[src/rtl/keypad_scan_entry_if.sv]
// Keypad scanner bundle: matrix row/column lines plus the key-event / BCD entry outputs.
interface keypad_scan_entry_if;
    logic [3:0]  col_in;
    logic [3:0]  row_out;
    logic [3:0]  key_code;
    logic        key_valid;
    logic        key_held;
    logic [15:0] entry;
    logic        entry_done;

    // master: the scanner itself (drives rows, reports keys)
    modport master (
        input  col_in,
        output row_out, key_code, key_valid, key_held, entry, entry_done
    );

    // slave: the keypad / consumer side
    modport slave (
        output col_in,
        input  row_out, key_code, key_valid, key_held, entry, entry_done
    );
endinterface

[src/rtl/keypad_scan_entry.sv]
// 4x4 active-low matrix keypad scanner with frame-level debounce, a press FSM
// and a 4-digit BCD entry register ('*' clears, '#' completes).
module keypad_scan_entry #(
    parameter int SCAN_TICKS     = 50_000,
    parameter int DEBOUNCE_SCANS = 20
) (
    input  logic                   CLK_50M,
    input  logic                   RSTn,
    keypad_scan_entry_if.master    kp
);
    localparam int TW = (SCAN_TICKS > 1) ? $clog2(SCAN_TICKS) : 1;
    localparam int CW = $clog2(DEBOUNCE_SCANS + 1);

    typedef enum logic [1:0] {S_IDLE, S_PRESSED, S_LOCKED} state_t;

    logic [TW-1:0] r_tick;
    logic [1:0]    r_row;
    logic [15:0]   r_snap;
    logic [15:0]   r_prev;
    logic [CW-1:0] r_stable;
    state_t        r_state;
    logic [15:0]   r_key_pat;
    logic [3:0]    r_key_code;
    logic          r_key_valid;
    logic [15:0]   r_entry;
    logic          r_entry_done;

    logic          w_tick_end;
    logic          w_frame_end;
    logic [15:0]   w_snap_next;
    logic [CW-1:0] w_stable_next;
    logic          w_p_upd;
    logic          w_onehot;
    logic [3:0]    w_idx;
    logic [3:0]    w_code;
    logic          w_fire;
    state_t        w_state_next;

    // Key legend, indexed by 4*row + col
    function automatic logic [3:0] key_map(input logic [3:0] idx);
        case (idx)
            4'd0:  key_map = 4'd1;
            4'd1:  key_map = 4'd2;
            4'd2:  key_map = 4'd3;
            4'd3:  key_map = 4'd10;
            4'd4:  key_map = 4'd4;
            4'd5:  key_map = 4'd5;
            4'd6:  key_map = 4'd6;
            4'd7:  key_map = 4'd11;
            4'd8:  key_map = 4'd7;
            4'd9:  key_map = 4'd8;
            4'd10: key_map = 4'd9;
            4'd11: key_map = 4'd12;
            4'd12: key_map = 4'd14;
            4'd13: key_map = 4'd0;
            4'd14: key_map = 4'd15;
            default: key_map = 4'd13;
        endcase
    endfunction

    assign w_tick_end  = (r_tick == TW'(SCAN_TICKS - 1));
    assign w_frame_end = w_tick_end && (r_row == 2'd3);

    // Snapshot including the row being sampled this cycle; the FSM looks at
    // the completed frame on the same edge that closes it.
    always_comb begin
        w_snap_next = r_snap;
        if (w_tick_end)
            w_snap_next[{r_row, 2'b00} +: 4] = ~kp.col_in;
    end

    // Frame-to-frame stability count, saturating at the debounce threshold
    always_comb begin
        if (w_snap_next != r_prev)
            w_stable_next = '0;
        else if (r_stable == CW'(DEBOUNCE_SCANS))
            w_stable_next = r_stable;
        else
            w_stable_next = r_stable + 1'b1;
    end

    assign w_p_upd  = w_frame_end && (w_stable_next == CW'(DEBOUNCE_SCANS));
    assign w_onehot = (w_snap_next != 16'd0) && ((w_snap_next & (w_snap_next - 16'd1)) == 16'd0);

    // Position of the (single) pressed key in the pattern
    always_comb begin
        w_idx = 4'd0;
        for (int i = 0; i < 16; i++)
            if (w_snap_next[i]) w_idx = 4'(i);
    end
    assign w_code = key_map(w_idx);

    // Row rotation, column sampling and debounce bookkeeping
    always_ff @(posedge CLK_50M or negedge RSTn) begin
        if (!RSTn) begin
            r_tick   <= '0;
            r_row    <= 2'd0;
            r_snap   <= '0;
            r_prev   <= '0;
            r_stable <= '0;
        end else begin
            if (w_tick_end) begin
                r_tick <= '0;
                r_row  <= r_row + 2'd1;
                r_snap <= w_snap_next;
            end else begin
                r_tick <= r_tick + 1'b1;
            end
            if (w_frame_end) begin
                r_prev   <= w_snap_next;
                r_stable <= w_stable_next;
            end
        end
    end

    // FSM state register
    always_ff @(posedge CLK_50M or negedge RSTn) begin
        if (!RSTn) r_state <= S_IDLE;
        else       r_state <= w_state_next;
    end

    // FSM next state; only a one-hot pattern from IDLE produces an event
    always_comb begin
        w_state_next = r_state;
        w_fire       = 1'b0;
        if (w_p_upd) begin
            case (r_state)
                S_IDLE: begin
                    if (w_onehot) begin
                        w_state_next = S_PRESSED;
                        w_fire       = 1'b1;
                    end else if (w_snap_next != 16'd0) begin
                        w_state_next = S_LOCKED;
                    end
                end
                S_PRESSED: begin
                    if (w_snap_next == 16'd0)           w_state_next = S_IDLE;
                    else if (w_snap_next != r_key_pat)  w_state_next = S_LOCKED;
                end
                default: begin
                    if (w_snap_next == 16'd0) w_state_next = S_IDLE;
                end
            endcase
        end
    end

    // Event outputs and BCD entry assembly
    always_ff @(posedge CLK_50M or negedge RSTn) begin
        if (!RSTn) begin
            r_key_pat    <= '0;
            r_key_code   <= '0;
            r_key_valid  <= 1'b0;
            r_entry      <= '0;
            r_entry_done <= 1'b0;
        end else begin
            r_key_valid  <= w_fire;
            r_entry_done <= w_fire && (w_code == 4'd15);
            if (w_fire) begin
                r_key_pat  <= w_snap_next;
                r_key_code <= w_code;
                if (w_code <= 4'd9)
                    r_entry <= {r_entry[11:0], w_code};
                else if (w_code == 4'd14)
                    r_entry <= '0;
            end
        end
    end

    assign kp.row_out    = ~(4'b0001 << r_row);
    assign kp.key_code   = r_key_code;
    assign kp.key_valid  = r_key_valid;
    assign kp.key_held   = (r_state == S_PRESSED);
    assign kp.entry      = r_entry;
    assign kp.entry_done = r_entry_done;
endmodule

[src/flat_wrapper.sv]
// flat-port wrapper written by rule: the top's interface ports become plain ports
module keypad_scan_entry_flat 
#(
    parameter int SCAN_TICKS     = 50_000,
    parameter int DEBOUNCE_SCANS = 20
)
  (CLK_50M, RSTn, kp_col_in, kp_row_out, kp_key_code, kp_key_valid, kp_key_held, kp_entry, kp_entry_done);
  keypad_scan_entry_if kp_i ();
  input  logic CLK_50M;
  input  logic RSTn;
  input wire logic [$bits(kp_i.col_in)-1:0] kp_col_in;
  output wire logic [$bits(kp_i.row_out)-1:0] kp_row_out;
  output wire logic [$bits(kp_i.key_code)-1:0] kp_key_code;
  output wire logic [$bits(kp_i.key_valid)-1:0] kp_key_valid;
  output wire logic [$bits(kp_i.key_held)-1:0] kp_key_held;
  output wire logic [$bits(kp_i.entry)-1:0] kp_entry;
  output wire logic [$bits(kp_i.entry_done)-1:0] kp_entry_done;
  assign kp_i.col_in = kp_col_in;
  assign kp_row_out = kp_i.row_out;
  assign kp_key_code = kp_i.key_code;
  assign kp_key_valid = kp_i.key_valid;
  assign kp_key_held = kp_i.key_held;
  assign kp_entry = kp_i.entry;
  assign kp_entry_done = kp_i.entry_done;
  keypad_scan_entry #(.SCAN_TICKS(SCAN_TICKS), .DEBOUNCE_SCANS(DEBOUNCE_SCANS)) u_core (.CLK_50M(CLK_50M), .RSTn(RSTn), .kp(kp_i));
endmodule
[config.mk]
export PLATFORM = sky130hd
export DESIGN_NAME = keypad_scan_entry_flat
export DESIGN_NICKNAME = d
export VERILOG_FILES = /design/src/rtl/keypad_scan_entry_if.sv /design/src/rtl/keypad_scan_entry.sv /design/src/flat_wrapper.sv
export SDC_FILE = /design/constraint.sdc
export NUM_CORES = 1
export LEC_CHECK = 0
export ABC_AREA = 1
export CAP_MARGIN = 20
export CORE_UTILIZATION = 30
export CTS_CLUSTER_DIAMETER = 30
export DETAILED_ROUTE_END_ITERATION = 10
export GPL_TIMING_DRIVEN = 0
export MAX_ROUTING_LAYER = met4
export PLACE_DENSITY = 0.45
export SLEW_MARGIN = 20
export SYNTH_ARGS = -nofsm -noshare
export SYNTH_HDL_FRONTEND = slang
export SYNTH_SLANG_ARGS = --single-unit
export TNS_END_PERCENT = 30
[constraint.sdc]
create_clock -name CLK_50M -period 4.85 [get_ports CLK_50M]
set_input_delay 0.7275 -clock CLK_50M [delete_from_list [all_inputs] [get_ports CLK_50M]]
set_output_delay 0.7275 -clock CLK_50M [all_outputs]
set_load 0.05 [all_outputs]
==> impl.org, run 1 <==
** STA
- Final critical-path required period :: 4280 ps
- Hold WS :: 292 ps
- Setup repair after global routing missed its margin :: no
- The worst path uses 88.2% of the clock period.
- Final hold viol count :: 0
- At the pin with the least slew margin, the transition time is 530 ps.
- Across the routed clock network, the largest skew measured is 13.9 ps.
- The max-slew violation count came to 0.
- Relative slew margins :: 64.7%
- Setup violations remaining at the end of the flow were counted as 0.
- Based on the critical path, the design can be clocked at up to 0.234 GHz.

** Placement
- The congestion estimate from routability-driven global placement came to 0.819.
- Half-perimeter wire length after placement :: 10.2 mm
- Buffers placed on the I/O ports in this run total 32.

** Drt
- Vias per Instance :: 4.65
- In the routed design, unresolved DRC markers number 0.
- For this block, the routed nets add up to 13.8 mm of wire.
- The first TritonRoute pass finished after 5 iterations.
- Number of nets with antenna violations after routing :: 0
- In this run, the number of DRC markers left after iteration 0 of detailed routing was 223.
- In the final routed layout, each cell accounts on average for 14.2 um.
- Summing over every cut layer, the via total after detailed routing is 4501.

** Floorplan
- Width of the die :: 136 um
- 33 I/O pins were placed.
- The floorplan step defined a die boundary enclosing 18600 um2.
- Number of core rows :: 48
- The region available for standard cell placement spans 17500 um2.
- Once the floorplan was initialized, standard cells occupied 31.0% of the core.
- The die is 136 um tall.

** GRT
- After global routing the overflow that remains totals 0.
- Wire length of the first global-routing pass :: 22.9 mm
- Global routing used 16.5% of the available tracks.
- Entering global routing, the biggest net connects 52 pins.
- Vias in the first global route :: 4538
- Initial antenna violation count :: 0

** Layout
- Across the whole layout, storage elements account for 2380 um2.
- Final net count :: 754
- Utilization after layout :: 36.2%
- Synthesis-to-finish area growth :: 16.7%
- Antenna fix cells :: 0
- The multi-input combinational cells in the finished layout cover a total of 2590 um2.
- Most common library cell in the layout ignoring fill and taps :: sky130_fd_sc_hd__nand2_1
- Commonest cells after routing, fill and taps aside :: 193 x sky130_fd_sc_hd__nand2_1, 95 x sky130_fd_sc_hd__dfrtp_1, 77 x sky130_fd_sc_hd__inv_1, 54 x sky130_fd_sc_hd__o21ai_0, 51 x sky130_fd_sc_hd__nor2_1
- Layout cell share with drive strength beyond 1 :: 12.7%
- Filler cells :: 1800

** Critical path
- The most numerous cell type found on the critical path is sky130_fd_sc_hd__nand2_1.
- Largest fanout on the critical path :: 10
- The slowest stage of the critical path is the sky130_fd_sc_hd__dfrtp_1 cell.
- Data arrives at the worst endpoint at 4520 ps.
- Crit Path Class :: reg -> reg
- Type of destination of the critical path :: flip-flop
- Data required time at the worst endpoint :: 5090 ps
- The worst setup path is launched from a flip-flop.
- The largest single stage delay on the critical path is 550 ps.
- Register-to-Register Path Depth :: 30

** Yosys
- Area share of and/or/nand/nor cells after synthesis :: 33.2%
- The most used flip-flop cell after synthesis is sky130_fd_sc_hd__dfrtp_1.
- Counting flops with a built-in enable in the synthesized netlist gives 0.
- Average cell area after synthesis :: 7.82 um2
- Synth Net Count :: 710
- Gate count of the mapped netlist :: 693
- Synthesized-area fraction occupied by ao, oa, aoi and oai cells :: 9.37%
- The synthesized design devotes to its leading area cell type 43.8% of total area.
- Measured against the total synthesized area, the mux share comes to 0%.
- In the post-synthesis netlist, the biggest area contributors are sky130_fd_sc_hd__dfrtp_1 44%, sky130_fd_sc_hd__nand2_1 13%, sky130_fd_sc_hd__inv_1 5.3%, sky130_fd_sc_hd__o21ai_0 5.0%, sky130_fd_sc_hd__nand3_1 4.6%.
- Count of state elements after synthesis :: 95
- Yosys mapped the design onto 42 distinct sky130hd cell types.
- Sequential cell area fraction in the yosys report :: 43.8%
- During synthesis, Yosys emitted a total of 0 warnings.
- Top cell type by total area after synthesis :: sky130_fd_sc_hd__dfrtp_1
- Post-synthesis share of cell area spent on full adders, half adders and majority gates :: 2.54%
- Fraction of registers with async set/reset :: 100%
- Summing the areas of all xor and xnor instances in the mapped netlist gives 2.75% of the synthesized area.
- Summing every instance area after synthesis gives 5420 um2.
- By area, the combinational part of the netlist is dominated by simple AND/OR/NAND/NOR gates.

** Pwr
- Portion of total power attributed to sequential cells :: 53.0%
- Power density cells :: 236 nW/um2
- Net Sw Power :: 333 uW
- IR analysis of the VDD net gives a maximum drop of 0.185 mV.
- Summed over all cells, the static leakage comes to 0.00309 uW.
- Internal power comes to 1160 uW.
- Share of power burned in combinational logic :: 1.7%
- The clock network burns 45.3% of the power.
- In this run switching power makes up 22.3% of total power.

** Clock network
- The clock net in this run drives a total of 95 sinks.
- Number of hold buffers added after CTS :: 0
- Number of buffers on the longest clock path :: 2
- Insertion delay to the later sink of the worst-skew pair :: 360 ps
- Clock transition at path regs :: 70 ps
- In this run the clock root is driven by a sky130_fd_sc_hd__clkbuf_16.
- TritonCTS built the clock tree.
- Buffers inserted during clock tree synthesis total 9.
- Post-CTS timing repair inserted 0 buffers for setup.
- CTS built an H-tree with a depth of 3.
- Post-CTS Resized :: 0

** Flow run
- The tool flagged a number of max-cap violations equal to 0.

** Worst hold path
- The tightest min-delay check is of the in -> async type.

** Run status
- Outcome :: completed
==> power groups by stage <==
stage | Clock [uW] | Combinational, uW | Sequential, uW
final | 676 | 25.6 | 792
after global routing | 738 | 30.2 | 791
after CTS | 710 | 27.7 | 792
after detailed placement | 0 | 27.4 | 807
after global placement | 0 | 24.2 | 807
after floorplan | 0 | 2.11 | 807
==> worst max-delay path: cells and delay by family (launching register included) <==
| family | cells | cell delay, ps |
|---|---|---|
| buffers and inverters | 3 | 560 |
| DFF | 1 | 550 |
| AOI/OAI and AO/OA | 3 | 520 |
| and+or+nand+nor | 22 | 2030 |
| adders and majority gates | 2 | 510 |
==> final timing paths <==
path	from	endpoint	slack, ps
setup / recovery	u_core.r_row[0]	u_core.kp.entry[11]	570
hold reg to reg	u_core.r_tick[0]	u_core.r_tick[0]	470
setup reg to reg	u_core.r_row[0]	u_core.kp.entry[11]	570
min in group CLK_50M	u_core.r_tick[0]	u_core.r_tick[0]	470
hold / removal	RSTn	u_core.r_tick[9]	290
max in group asynchronous	RSTn	u_core.kp.key_code[3]	3940
==> sequential cells by signal (all words and copies together), names as in the netlist <==
register / count
u_core.kp.entry_done: 1
u_core.r_prev: 16
u_core.kp.entry: 16
u_core.r_key_pat: 16
u_core.r_state: 2
u_core.kp.key_code: 4
u_core.r_tick: 16
u_core.kp.key_valid: 1
u_core.r_snap: 16
u_core.r_stable: 5
u_core.r_row: 2
==> kinds of logic (layout without fill, tap and decap cells) <==
logic type | after synthesis | after routing
xor+xnor | 17 | 17
fa+ha+maj | 11 | 11
simple gates | 374 | 374
compound gates | 90 | 90
buf+inv | 106 | 155
flops | 95 | 95
==> Yosys cell counts, drive strengths merged (5+ instances only) <==
cell    count
xnor2       7
buf         9
ha         11
a21oi      13
inv        89
nand2     213
nand3      64
clkbuf      5
nand4      13
nor2       66
dfrtp      95
nor3        8
o21ai      63
xor2       10
==> area by class of cell <==
type	count	area share, %
timing repair buffer	33	5.51
tap	225	4.45
inverter	92	5.53
clock buffer	11	3.83
sequential	95	37.6
buffer	14	1.62
clock inverter	5	0.534
multi-input combinational	492	41.0
==> metrics by stage <==
step | instances | worst slack (ps) | setup TNS (ps) | area, um2 | total power [uW]
floorplan | 693 | 1190 | 0 | 5420 | 809
global placement | 950 | -811 | -76390 | 6020 | 832
detailed placement | 951 | 551 | 0 | 6050 | 834
CTS | 967 | 546 | 0 | 6330 | 1530
global route | 967 | 36.9 | 0 | 6330 | 1560
finish | 967 | 571 | 0 | 6330 | 1490
==> metal layers <==
| metal | vias to the layer above | global-route usage (%) | part of all wire [%] |
|---|---|---|---|
| met5 | - | - | 0 |
| met1 | 2160 | 20.3 | 48 |
| li1 | 2307 | - | - |
| met3 | 6 | 3.80 | 1.6 |
| met2 | 28 | 27.0 | 50 |
| met4 | 0 | 4.75 | 0.88 |
No activity file was read; power rests on OpenSTA's default activity.
==> run 2, diff against run 1 <==
Settings changed: CORE_MARGIN from default to 1.5, PLACE_DENSITY 0.45 to default, SKIP_CTS_REPAIR_TIMING from default to 1.
==> run 2 against run 1 <==
Via count fell by 1.0%; power is 2.9% higher; worst setup slack gained 55 ps; sequential share of layout area down 0.14 points; final area is 0.38% higher.
==> impl.org, run 2 (synthesis gave the netlist of run 1 again) <==
** Run status
- The flow ran to the end, and the final reports show no timing, DRC or antenna violations.

** Clock network
- Num CTS Buffers :: 9
- The clock passes through at most 2 buffers.
- Number of levels in the clock H-tree :: 3
- CTS tree :: done
- For this design, the sink count on the clock tree is 95.
- Clock tree synthesis selected as its root buffer the cell sky130_fd_sc_hd__clkbuf_16.
- The clock reaches the later pin of the worst-skew pair after 350 ps.
- After clock tree synthesis, the clock-pin slew on the worst setup and hold paths is 70 ps.

** Critical path
- Slowest cell on the critical path :: sky130_fd_sc_hd__dfrtp_1
- Crit path top cell by count :: sky130_fd_sc_hd__nand2_1
- Number of buffer and inverter stages on the critical path :: 3
- Largest fanout on the critical path :: 10
- Cell family with most CP delay :: simple AND/OR/NAND/NOR gates
- First element of the critical path :: u_core.r_row[0]
- At the worst endpoint, the required time is 5090 ps.
- The setup check on the worst reg-to-reg path leaves a slack of 630 ps.
- Crit Path Class :: reg -> reg
- Type of destination of the critical path :: flip-flop
- STA classifies the critical path startpoint as a flip-flop.
- In this design, the stage delay of the slowest critical-path cell is 550 ps.
- The startpoint identified for the worst register-to-register timing path is u_core.r_row[0].
- Arrival @ worst endpoint :: 4460 ps

** Placement
- Half-perimeter wire length after placement :: 9.16 mm
- Dpl cells :: 951
- GPL Wtd Cong :: 0.821
- Post-place setup slack :: 524 ps
- Buffers on Ports :: 32

** Layout
- From synthesis to final layout, the design area changed by 17.2%.
- Most common library cell in the layout ignoring fill and taps :: sky130_fd_sc_hd__nand2_1
- The top cell types in the final layout, fill and taps aside, are 193 x sky130_fd_sc_hd__nand2_1, 95 x sky130_fd_sc_hd__dfrtp_1, 77 x sky130_fd_sc_hd__inv_1, 54 x sky130_fd_sc_hd__o21ai_0, 51 x sky130_fd_sc_hd__nor2_1.
- Filler cells :: 1767
- The number of antenna diodes in the final layout is 0.
- Number of standard cells in the layout, taps in and fillers out :: 967
- In the final layout, the share of cells above drive strength 1 is 12.7%.
- The sequential cells in the finished layout cover a total of 2380 um2.
- Multi-input gate area :: 2590 um2
- At the end of the flow, the number of nets in the layout was 754.

** STA
- Post-Route Setup TNS :: 0 ps
- The number of failing hold endpoints at the final stage was 0.
- Worst Tran Pin Value :: 540 ps
- Setup repair after global routing missed its margin :: no
- Relative slew margins :: 63.9%
- Of the available clock period, the critical path in the final layout requires 87.1%.
- Based on the critical path, the design can be clocked at up to 0.237 GHz.
- Setup slack closes at 626 ps.
- Setup violations remaining at the end of the flow were counted as 0.
- Number of pins exceeding their max-slew limit in the final report :: 0
- Post-Route Skew :: 7.60 ps
- Subtracting the final worst setup slack from the clock period gives 4220 ps.

** Floorplan
- The die is 137 um wide.
- 33 I/O pins were placed.
- Starting utilization of the core area :: 31.0%
- The die is 137 um tall.
- Die area :: 18900 um2
- In this run the standard cell core region covers 17500 um2.
- Number of core rows :: 48

** Pwr
- Summed over all cells, the static leakage comes to 0.00310 uW.
- Max IR drop VDD :: 0.140 mV
- Overall power consumption after layout is estimated at 1540 uW.
- For this design the ratio of total power to cell area is 242 nW/um2.

** Drt
- Number of nets with antenna violations after routing :: 0
- Wire per inst :: 12.8 um
- Max layer used :: met4
- Detailed routing placed a total of 5.75 mm of wire on met2.
- Router iterations before antenna repair :: 6
- Final wirelength :: 12.3 mm
- The detailed router finished its first iteration with 288 violations.
- Met3 Routed Length :: 422 um
- Vias per Instance :: 4.61
- WL met1 :: 6.02 mm
- The detailed router placed 4454 vias in this run.
- In the routed design, unresolved DRC markers number 0.

** Worst hold path
- The min-delay analysis places its worst path in the category in -> async.

** GRT
- The first global-routing pass estimated 20.9 mm of wire.
- Summed over all layers, the global routing overflow is 0.
- Global Route Usage Sum :: 14.5%
- Entering global routing, the biggest net connects 77 pins.
- The initial antenna violation count came to 0.
- The via count of the first global-routing pass was 4338.

** Flow run
- Number of maximum-capacitance constraint violations :: 0
==> run 2: power breakdown <==
part | internal, uW | total [uW] | switching [uW]
combinational | 7.15 | 25.6 | 18.4
sequential | 792 | 792 | 0
clock | 413 | 719 | 306
==> run 2: worst paths after layout <==
kind,end,cells after the start
min in group CLK_50M,u_core.r_tick[0],1
max reg2reg,u_core.kp.entry[8],30
max in group asynchronous,u_core.r_key_pat[12],2
min reg2reg,u_core.r_tick[0],1
min,u_core.r_key_pat[5],1
max,u_core.kp.entry[8],30
==> run 2: cell type report <==
| type | count | area share [%] |
|---|---|---|
| multi-input combinational | 492 | 40.8 |
| sequential | 95 | 37.4 |
| inverter | 92 | 5.51 |
| timing repair buffer | 33 | 5.49 |
| tap | 225 | 4.43 |
| clock buffer | 11 | 3.82 |
| buffer | 14 | 1.61 |
| clock inverter | 5 | 0.906 |
==> run 2: metal layers <==
layer  global-route usage [%]  vias to the layer above
li1                         -                     2313
met1                     18.9                     2081
met4                     4.09                        0
met5                        -                        -
met3                     3.50                       13
met2                     22.5                       47
==> run 2: stage by stage <==
step,instance area [um2],hold WS [ps],util [%]
global placement,6020,452,34.5
detailed placement,6050,456,34.6
floorplan,5420,430,-
CTS,6350,211,36.4
finish,6350,217,36.4
global route,6350,215,36.4
